<file path="config.mk">
export PLATFORM = sky130hd
export DESIGN_NAME = fir_decimator
export DESIGN_NICKNAME = d
export VERILOG_FILES = /design/src/rtl/fir_decimator.sv
export SDC_FILE = /design/constraint.sdc
export NUM_CORES = 1
export LEC_CHECK = 0
export CAP_MARGIN = 20
export CORE_ASPECT_RATIO = 1.5
export CORE_MARGIN = 2
export CORE_UTILIZATION = 28
export DETAILED_ROUTE_END_ITERATION = 6
export DONT_BUFFER_PORTS = 1
export PLACE_DENSITY = 0.55
export SYNTH_ARGS = -nofsm -noshare
export SYNTH_HDL_FRONTEND = slang
export SYNTH_SLANG_ARGS = --single-unit
</file>
<file path="constraint.sdc">
create_clock -name clk -period 2.5 [get_ports clk]
set_input_delay 0.25 -clock clk [delete_from_list [all_inputs] [get_ports clk]]
set_output_delay 0.25 -clock clk [all_outputs]
set_load 0.05 [all_outputs]
</file>
<file path="src/rtl/fir_decimator.sv">
// fir_decimator: sums DECIM filter samples, rounds, shifts and saturates
// to 8 bits, then queues each result in a 2-entry valid/ready buffer.
module fir_decimator #(
    parameter int DECIM = 4,
    parameter int SHIFT = 11,
    parameter int ACC_W = 17 + $clog2(DECIM)
) (
    input  logic        clk,
    input  logic        rst,
    input  logic [16:0] in_data,
    input  logic        in_valid,
    output logic [7:0]  out_data,
    output logic        out_valid,
    input  logic        out_ready,
    output logic        overrun
);

    localparam int CNT_W = (DECIM > 1) ? $clog2(DECIM) : 1;
    localparam int RND_W = (ACC_W + 1 > SHIFT + 1) ? ACC_W + 1 : SHIFT + 1;
    localparam logic [CNT_W-1:0] LAST = CNT_W'(DECIM - 1);

    logic [ACC_W-1:0] acc;
    logic [CNT_W-1:0] cnt;
    logic [ACC_W-1:0] sum;
    logic [RND_W-1:0] rnd;
    logic [RND_W-1:0] r;
    logic [7:0]       result;

    logic       last;
    logic       push;
    logic       pop;
    logic       full;
    logic       accept;
    logic [7:0] mem [2];
    logic       wr_ptr;
    logic       rd_ptr;
    logic [1:0] count;

    assign last      = (cnt == LAST);
    assign push      = in_valid && last;
    assign out_valid = (count != 2'd0);
    assign pop       = out_valid && out_ready;
    assign full      = (count == 2'd2);
    assign accept    = push && (!full || pop);
    assign out_data  = mem[rd_ptr];

    // Group sum, round-half-up shift and 8-bit saturation of the result.
    always_comb begin
        sum    = acc + ACC_W'(in_data);
        rnd    = RND_W'(sum) + (RND_W'(1) << (SHIFT - 1));
        r      = rnd >> SHIFT;
        result = (r > RND_W'(255)) ? 8'hff : r[7:0];
    end

    // Accumulate valid samples; clear at group end so the next starts fresh.
    always_ff @(posedge clk) begin
        if (rst) begin
            acc <= '0;
            cnt <= '0;
        end else if (in_valid) begin
            if (last) begin
                acc <= '0;
                cnt <= '0;
            end else begin
                acc <= sum;
                cnt <= cnt + CNT_W'(1);
            end
        end
    end

    // Output buffer: push accepted results, pop on handshake, flag drops.
    always_ff @(posedge clk) begin
        if (rst) begin
            mem[0]  <= '0;
            mem[1]  <= '0;
            wr_ptr  <= 1'b0;
            rd_ptr  <= 1'b0;
            count   <= 2'd0;
            overrun <= 1'b0;
        end else begin
            if (accept) begin
                mem[wr_ptr] <= result;
                wr_ptr      <= ~wr_ptr;
            end
            if (pop) begin
                rd_ptr <= ~rd_ptr;
            end
            case ({accept, pop})
                2'b10:   count <= count + 2'd1;
                2'b01:   count <= count - 2'd1;
                default: count <= count;
            endcase
            if (push && !accept) begin
                overrun <= 1'b1;
            end
        end
    end

endmodule

</file>
Word level (Yosys, flattened, before mapping)
Memory sizes are Yosys's and may differ from the RTL's. A register that Yosys moved wholly into a read port is not among the register bits.
Cells that the tools add are included.
{"block": "classes", "addsub": 5, "mul": 0, "div_mod_pow": 0, "n_lt_le_gt_ge": 1, "n_eq_ne": 4, "shifts": 0, "muxes": 14, "bitwise": 2, "n_reduce_logical": 10}
{"op": "$add A19 B11 Y20 const B", "count": 1}
{"op": "$add A19 B17 Y19", "count": 1}
{"op": "$mux W19", "count": 1}
{"op": "$mux W8", "count": 2}
{"op": "$gt A9 B8 Y1 const B", "count": 1}
{"op": "$mux W1", "count": 9}
{"op": "$reduce_or A8 Y1", "count": 1}
{"op": "$eq A2 B2 Y1 const B", "count": 3}
{"op": "$add A2 B1 Y2 const B", "count": 2}
{"op": "$logic_and A1 B1 Y1", "count": 4}
{"op": "$pmux W2 S2", "count": 1}
{"op": "$reduce_bool A2 Y1", "count": 2}
{"op": "$eq A2 B1 Y1 const B", "count": 1}
{"op": "$logic_not A1 Y1", "count": 2}
{"op": "$mux W2", "count": 1}
{"op": "$not A1 Y1", "count": 2}
{"op": "$sub A2 B1 Y2 const B", "count": 1}
{"op": "$logic_or A1 B1 Y1", "count": 1}
{"block": "word_totals", "ff_bits": 26, "latchBits": 0, "mem_bits_rw": 16, "mem_bits_ro": 0, "in_bits": 21, "out_inout_bits": 10, "memories": 1}
{"memory": "mem", "words": 2, "width": 8, "rd": 1, "rd_ports_with_merged_regs": 1, "wr": 2, "line_no": "34", "source": "logic [7:0] mem [2];"}

Depth between registers and ports, before layout
Gate-level depths: netlist of run 1.
{"block": "depth", "ltp_word": 9, "mapped_depth": 11}

Worst setup path before layout of run 1
Ideal clock, no wire load.
{"block": "synth_path", "path_kind": "reg-to-reg", "start": "register acc[0]", "end": "memory mem[1][7] (data pin)", "arrival_time_ns": 2.491, "required_time_ns": 2.239, "path_slack_ns": -0.252, "stages_incl_launch_ff": 12, "path_buffers": 0, "path_cell_list": "dfxtp_1 ha_1 fa_1 a21o_1 a22oi_2 a21oi_4 xor2_1 ha_1 and2_1 and3_2 nand4b_1 nor3b_2"}
{"item": "from (decl)", "line_no": "22", "source": "logic [ACC_W-1:0] acc;"}
{"item": "from (signal assigned)", "line_no": "65", "source": "acc <= sum;"}
{"item": "to (decl)", "line_no": "34"}

==> results of run 1 <==
cells by family (layout without fill, tap and decap cells):
kind of cell    Yosys count  in the layout  share of synthesized area
buf+inv                  14             82                     0.0232
mux                      10             10                     0.0359
simple gates            125            125                      0.218
xor+xnor                 24             24                     0.0734
flops                    43             43                      0.333
fa+ha+maj                21             21                     0.0881
compound gates           94             94                      0.228
sequential cells by signal (all words and copies together), names as in the netlist, named ones only:
name	flops
wr_ptr	1
count	2
overrun	1
acc	19
mem	16
rd_ptr	1
cnt	2
power by group through the flow:
stage	logic, mW	registers (mW)	clock network [mW]
6_report	1.25	0.809	0.645
5_1_grt	1.36	0.817	0.688
4_1_cts	1.22	0.807	0.662
3_5_place_dp	1.17	0.820	0
3_3_place_gp	1.15	0.818	0
2_1_floorplan	0.717	0.813	0
repair_timing:
action | in CTS | in global routing
setup buffers | 3 | 2
hold buffers | 0 | 0
resized for setup | 15 | 7
pin swaps | 10 | 10
setup endpoints to repair | 16 | 16
area by class of cell:
| cell class | instances | share of cell area |
|---|---|---|
| clock buffer | 6 | 0.0319 |
| timing repair buffer | 73 | 0.138 |
| multi-input combinational | 274 | 0.529 |
| clock inverter | 2 | 0.00310 |
| sequential | 43 | 0.253 |
| inverter | 1 | 0.000929 |
| tap | 144 | 0.0446 |
final timing paths:
kind / from / end / slack (ns) / cells after the start
setup / recovery: acc[0]$_SDFFE_PP0P_ / mem[1][7]$_SDFFCE_PN0P_ / -0.15 / 11
hold / removal: rst / acc[0]$_SDFFE_PP0P_ / 0.03 / 1
setup reg to reg: acc[0]$_SDFFE_PP0P_ / mem[1][7]$_SDFFCE_PN0P_ / -0.15 / 11
hold reg to reg: cnt[1]$_SDFFE_PP0P_ / cnt[1]$_SDFFE_PP0P_ / 0.50 / 2
metal layers:
layer,track usage,vias up
met2,0.271,50
met3,0.0326,22
li1,-,1332
met4,0.0663,0
met1,0.131,1261
met5,0,-
placed cells by master, fill, tap and decap left out, drive strengths merged, types with 2 or more instances in the layout:
cell	netlist	layout
a211oi	2	2
a21o	8	8
a21oi	38	38
a221oi	2	2
a22oi	2	2
a31oi	4	4
and2	6	6
and3	3	3
buf	4	73
clkbuf	9	6
dfxtp	27	27
edfxtp	16	16
ha	20	20
mux2	8	8
mux2i	2	2
nand2	28	28
nand2b	2	2
nand3	3	3
nand3b	3	3
nand4	5	5
nor2	39	39
nor2b	18	18
nor3	7	7
nor3b	2	2
o211ai	2	2
o21a	3	3
o21ai	17	17
o21bai	2	2
or2	2	2
or3	3	3
xnor2	13	13
xor2	11	11
==> impl_metrics.ini, run 1 <==
[run_status]
status = finished with violations
violations = negative setup slack

[timing]
max_freq_mhz = 377
slew_violations = 0
final.setup.worst_slack_ns = -0.152
hold_violations = 0
whs_ns = 0.0320
rsz0062_at_grt = true
fin_tns_setup_ns = -1.68
slew-limit-headroom = 0.639
finClkSkew_ns = 0.00849
period_minus_slack_ns = 2.65
setup_violations = 16
fin_crit_sh = 1.06
worstMarginPinSlew_ns = 0.541

[global_route]
grt_pass1_vias = 2804
grt.total_usage = 0.141
antenna_found_initial = 0
grt_max_degree = 33
grt_pass1_wl_mm = 13.0
grt-ovfl-total = 0

[routing]
routed_wl_mm = 7.86
wl_met2_mm = 4.43
first_iter_violations = 83
wl_met1_mm = 2.76
drc = 0
vias = 2665
dr.pass1.iters = 4
wl_met3_um = 355
wl_per_cell_um = 14.5
top_layer_used = met4
vias_per_cell = 4.91
antenna_left = 0

[cts]
tritoncts = done
cts.reportedPaths.clkPinSlew_ns = 0.06
cts_buffers = 5
clock_path_buffers = 2
clock_sinks = 43
clk_latency_ns = 0.29
ctsRootBufferMaster = clkbuf_16
htreeDepth = 2

[floorplan]
die-area_um2 = 11800
rows = 46
num_io_pins = 31
core_area_um2 = 10600
initial_core_util = 0.288
die_y_um = 132
die_x_um = 89.5

[yosys]
yosysSeqAreaShare = 0.333
synth-seq-cells = 43
synth_fp_nets = 373
synth.avg_cell_area_um2 = 9.27
async_reset_ff_frac = 0
synth.top_cell.area_share = 0.176
yosys_warnings = 0
synth.area.top_cells = dfxtp_1 18%, edfxtp_1 16%, ha_1 8.2%, a21oi_1 5.4%, nor2_1 4.6%
synth_commonest_cells = 38 x nor2_1, 33 x a21oi_1, 28 x nand2_1
synth_most_common_cell = nor2_1
synth_cells = 331
synth_largest_area_cell = dfxtp_1
netlist_area_um2 = 3070
ys_types = 73
synth_edf_count = 16
ys.flop_type = dfxtp_1

[power_and_ir_drop]
p_clk_frac = 0.238
power_leakage_nw = 1.64
fin_total_pwr_mw = 2.71
ir_drop_mv = 0.264
p_int_mw = 1.78
sw_frac_of_total = 0.341
power.density_nw_per_um2 = 670
power_switching_uw = 924
comb_power_share = 0.463
seq_power_share = 0.299

[place]
hpwl_mm = 6.28
placed_cells = 530
gp_congestion = 0.837
io_buffers = 0
dp_slack_ns = -0.282
placed_cell_area_um2 = 3740

[critical_path]
critical-path-top-delay-family = compound AO/OA/AOI/OAI gates
slowest_stage = dfxtp_2
arrival_ns = 2.68
path_cells = ha_4 -> fa_2 -> a21o_1 -> buf_6 -> a221oi_4 -> o2111ai_2 -> o211ai_4 -> and2_4 -> and3_4 -> nand4b_1 -> nor3b_2
path_buf_inv = 1
max_stage_delay_ns = 0.33
critPathCaptureType = flip-flop
cp_max_fo = 4
crit_type = flip-flop to flip-flop
critPathLaunchType = flip-flop
required_ns = 2.53

[finish]
final-instance-count-excl-fill = 543
fill_cells = 1086
seq_area_um2 = 1020
final_area_um2 = 4040
multiInputGateArea_um2 = 2140
drive_gt1_frac = 0.338
fin_util = 0.379
syn_to_final_growth_pct = 31.6
fin_nets = 440
antenna_cells = 0

[flow_run]
cap_violations = 0

[worst_hold_path]
hp-class = input port to flip-flop
Power figures use the tool's default switching activity.
==> inputs of run 2 (changes only) <==
--- a/config.mk
+++ b/config.mk
@@ -10,8 +10,7 @@
 export CORE_MARGIN = 2
 export CORE_UTILIZATION = 28
 export DETAILED_ROUTE_END_ITERATION = 6
-export DONT_BUFFER_PORTS = 1
-export PLACE_DENSITY = 0.55
+export PLACE_DENSITY = 0.59
 export SYNTH_ARGS = -nofsm -noshare
 export SYNTH_HDL_FRONTEND = slang
 export SYNTH_SLANG_ARGS = --single-unit
==> impl_metrics.ini, run 2 (synthesized netlist as in run 1, its figures left out) <==
[run_status]
status = finished with violations
violations = negative setup slack

[flow_run]
cap_violations = 0

[finish]
mostFrequentLayoutCell = buf_4
drive_gt1_frac = 0.366
final_area_um2 = 4520
final-instance-count-excl-fill = 581
syn_to_final_growth_pct = 47.2
largest_reg_flops = 19
multiInputGateArea_um2 = 2250
fin_nets = 478
seq_area_um2 = 1020
fill_cells = 1049
final_cell_mix = 78 x buf_4, 36 x nor2_1, 28 x a21oi_1, 28 x clkdlybuf4s50_1, 26 x dfxtp_1
fin_util = 0.424
regMostFlops = acc
antenna_cells = 0
top_regs = acc: 19 flops, mem: 16 flops

[place]
placed_cell_area_um2 = 4090
dp_slack_ns = -0.652
gp_congestion = 0.909
hpwl_mm = 6.35
io_buffers = 30
placed_cells = 565

[routing]
first_iter_violations = 118
drc = 0
vias = 2794
antenna_left = 0
routed_wl_mm = 8.22
vias_per_cell = 4.81
dr.pass1.iters = 4
wl_per_cell_um = 14.1

[timing]
rsz0062_at_grt = true
slew-limit-headroom = 0.666
whs_ns = 0.475
finClkSkew_ns = 0.0116
max_freq_mhz = 371
slew_violations = 0
hold_violations = 0
final.setup.worst_slack_ns = -0.196
worstMarginPinSlew_ns = 0.497
fin_tns_setup_ns = -2.47
fin_crit_sh = 1.08
setup_violations = 16
period_minus_slack_ns = 2.70

[critical_path]
arrival_ns = 2.83
critPathLaunchType = input port
required_ns = 2.64
cp_max_fo = 6
regToRegSetupSlack_ns = -0.19
crit_type = input port to flip-flop
critPathCaptureType = flip-flop

[cts]
clk_latency_ns = 0.29
tritoncts = done
ctsRootBufferMaster = clkbuf_16
clock_sinks = 43
cts.reportedPaths.clkPinSlew_ns = 0.06
clock_path_buffers = 2
cts_buffers = 5
htreeDepth = 2

[floorplan]
die_y_um = 132
core_area_um2 = 10600
die_x_um = 89.5
initial_core_util = 0.288
num_io_pins = 31
rows = 46
die-area_um2 = 11800

[global_route]
grt.total_usage = 0.143
grt_pass1_wl_mm = 13.3
grt-ovfl-total = 0
grt_max_degree = 25
antenna_found_initial = 0
grt_pass1_vias = 2870

[power_and_ir_drop]
power_leakage_nw = 1.83
power.density_nw_per_um2 = 628
fin_total_pwr_mw = 2.83
ir_drop_mv = 0.260

[worst_hold_path]
hp-class = flip-flop to flip-flop
## run 2: area by class of cell
class | count | share of cell area
flip-flops and latches | 43 | 0.226
inverters | 1 | 0.000831
multi-input cells | 274 | 0.497
clock buffers | 7 | 0.0294
well taps | 144 | 0.0399
repair buffers | 111 | 0.205
clock inverters | 1 | 0.00111
## run 2: final timing paths
check                             from                 endpoint  cells past startpoint
setup reg to reg   acc[0]$_SDFFE_PP0P_  mem[0][2]$_SDFFCE_PN0P_                     12
hold / removal    overrun$_SDFFE_PP0P_     overrun$_SDFFE_PP0P_                      2
setup / recovery            in_data[4]  mem[0][2]$_SDFFCE_PN0P_                     13
hold reg to reg   overrun$_SDFFE_PP0P_     overrun$_SDFFE_PP0P_                      2
## run 2: what timing repair did
item                       in CTS  in global routing
buffers inserted                5                  3
gates resized for setup        28                 16
pin swaps                      14                  9
hold buffers                    0                  0
setup endpoints to repair      16                 16
## run 2: layer usage
metal / global-route usage / vias to the layer above / wire [um]
li1: - / 1407 / -
met1: 0.143 / 1317 / 3040
met2: 0.271 / 45 / 4650
met3: 0.0250 / 25 / 195
met4: 0.0688 / 0 / 333
met5: 0 / - / 0
## run 2: report_power, final
group,switching [mW],internal [mW]
Combinational,0.667,0.712
Sequential,0.0332,0.779
Clock,0.274,0.370
## run 2: critical path: stages
cell	delay [ns]
clkdlybuf4s50_1	0.50
ha_4	0.22
buf_4	0.13
and3_4	0.19
a22oi_2	0.25
buf_4	0.17
o21ai_4	0.07
a21oi_2	0.17
xnor2_2	0.19
and4_4	0.31
buf_6	0.12
nand4_4	0.13
o21ai_1	0.13
==> inputs of run 3 (changes only) <==
--- a/config.mk
+++ b/config.mk
@@ -14,3 +14,4 @@
 export SYNTH_ARGS = -nofsm -noshare
 export SYNTH_HDL_FRONTEND = slang
 export SYNTH_SLANG_ARGS = --single-unit
+export TNS_END_PERCENT = 20
==> impl_metrics.ini, run 3 (synthesized netlist as in run 1, its figures left out) <==
[critical_path]
timing.rr.start = acc[0]$_SDFFE_PP0P_
path_cells = clkdlybuf4s50_1 -> ha_1 -> a21oi_1 -> buf_4 -> nor4bb_1 -> or3_1 -> o211ai_2 -> buf_4 -> and4_4 -> buf_6 -> nand4_4 -> o21ai_0
path_depth = 12
slowest_stage = clkdlybuf4s50_1
worstRegToRegCells = 12
arrival_ns = 2.75
cpMostUsedCell = buf_4
critical-path-top-delay-family = buffers and inverters
crit_type = input port to flip-flop
max_stage_delay_ns = 0.41
cp_max_fo = 6
required_ns = 2.53
r2r_end = mem[1][7]$_SDFFCE_PN0P_
critPathLaunchType = input port
regToRegSetupSlack_ns = -0.22
path_buf_inv = 4
critPathCaptureType = flip-flop

[floorplan]
die_x_um = 89.5
die-area_um2 = 11800
rows = 46
die_y_um = 132
num_io_pins = 31
core_area_um2 = 10600
initial_core_util = 0.288

[power_and_ir_drop]
power_leakage_nw = 1.80
fin_total_pwr_mw = 2.89
ir_drop_mv = 0.269
power.density_nw_per_um2 = 643

[finish]
syn_to_final_growth_pct = 46.6
final_area_um2 = 4500
final_cell_mix = 74 x buf_4, 37 x nor2_1, 32 x a21oi_1
fin_util = 0.422
antenna_cells = 0
fin_nets = 474
drive_gt1_frac = 0.344
mostFrequentLayoutCell = buf_4
regMostFlops = acc
largest_reg_flops = 19
top_regs = acc: 19 flops, mem: 16 flops

[worst_hold_path]
hp-class = flip-flop to flip-flop
min_to = overrun$_SDFFE_PP0P_
hold_depth = 2
min-delay-start = overrun$_SDFFE_PP0P_

[timing]
final.setup.worst_slack_ns = -0.228
slew_violations = 0
hold_violations = 0
fin_crit_sh = 1.09
finClkSkew_ns = 0.00729
fin_tns_setup_ns = -2.59
period_minus_slack_ns = 2.73
worstMarginPinSlew_ns = 0.514
max_freq_mhz = 367
slew-limit-headroom = 0.655
rsz0062_at_grt = true
setup_violations = 16

[place]
placed_cell_area_um2 = 4030
gp_congestion = 0.910
hpwl_mm = 6.33
io_buffers = 30

[cts]
clk_latency_ns = 0.29
cts_hold_buffers = 0
tritoncts = done
cts.reportedPaths.clkPinSlew_ns = 0.06
ctsRootBufferMaster = clkbuf_16
cts_buffers = 5
clock_sinks = 43
htreeDepth = 2
clock_path_buffers = 2

[run_status]
status = finished with violations
violations = negative setup slack

[global_route]
grt-ovfl-total = 0
grt_pass1_wl_mm = 13.6
grt_max_degree = 25
antenna_found_initial = 0
grt.total_usage = 0.145
grt_pass1_vias = 2994

[routing]
vias_per_cell = 4.90
antenna_left = 0
vias = 2826
routed_wl_mm = 8.25
dr.pass1.iters = 4
wl_per_cell_um = 14.3
drc = 0
first_iter_violations = 103

[flow_run]
cap_violations = 0
==> run 3: worst register-to-register path, delay by kind of cell (launching register included) <==
family | cells | cell delay (ns)
buffers and inverters | 1 | 0.16
adders and majority gates | 3 | 0.73
DFF | 1 | 0.33
and+or+nand+nor | 4 | 0.61
AOI/OAI and AO/OA | 3 | 0.45
xor gates and xnor gates | 1 | 0.21
==> run 3: routing by layer <==
metal  part of all wire  global-route usage  vias to the layer above
li1                   -                   -                     1408
met2               0.58               0.280                       38
met1               0.37               0.142                     1360
met5                  0                   0                        -
met4              0.030              0.0614                        0
met3              0.024              0.0257                       20
==> run 3: timing repair <==
item                                    in CTS  in global routing
cloned                                       0                  0
endpoints found under the setup margin      16                 16
pin swaps                                   16                 16
hold endpoints to repair                     0                  0
buffers inserted                             3                  5
gates resized for setup                     26                 16
==> run 3: power by group <==
group / leakage [nW] / switching [mW] / total, mW / internal (mW)
registers: 0.387 / 0.0358 / 0.814 / 0.778
logic: 1.33 / 0.646 / 1.32 / 0.670
clock network: 0.0838 / 0.288 / 0.759 / 0.472
==> run 3: stage by stage <==
| stage | worst slack (ns) | cells | hold WS [ns] |
|---|---|---|---|
| finish | -0.228 | 577 | 0.475 |
| global route | -0.339 | 577 | 0.532 |
| CTS | -0.198 | 572 | 0.484 |
| detailed placement | -0.666 | 561 | 0.468 |
| global placement | -0.619 | 561 | 0.458 |
| floorplan | -0.127 | 331 | 0.463 |
==> run 3: how the worst max path moves through the flow <==
stage / from / to
global route: acc[0]$_SDFFE_PP0P_ / mem[1][7]$_SDFFCE_PN0P_
global placement: in_data[0] / mem[1][7]$_SDFFCE_PN0P_
CTS: acc[0]$_SDFFE_PP0P_ / mem[0][7]$_SDFFCE_PN0P_
floorplan: acc[0]$_SDFFE_PP0P_ / mem[1][7]$_SDFFCE_PN0P_
finish: in_data[13] / mem[0][5]$_SDFFCE_PN0P_
detailed placement: in_data[0] / mem[0][7]$_SDFFCE_PN0P_
==> run 3: cell type report <==
type	instances	area, um^2
fill	1037	6150
multi-input combinational	274	2240
inverter	1	3.75
timing repair buffer	107	886
tap	144	180
clock buffer	5	125
sequential	43	1020
clock inverter	3	43.8
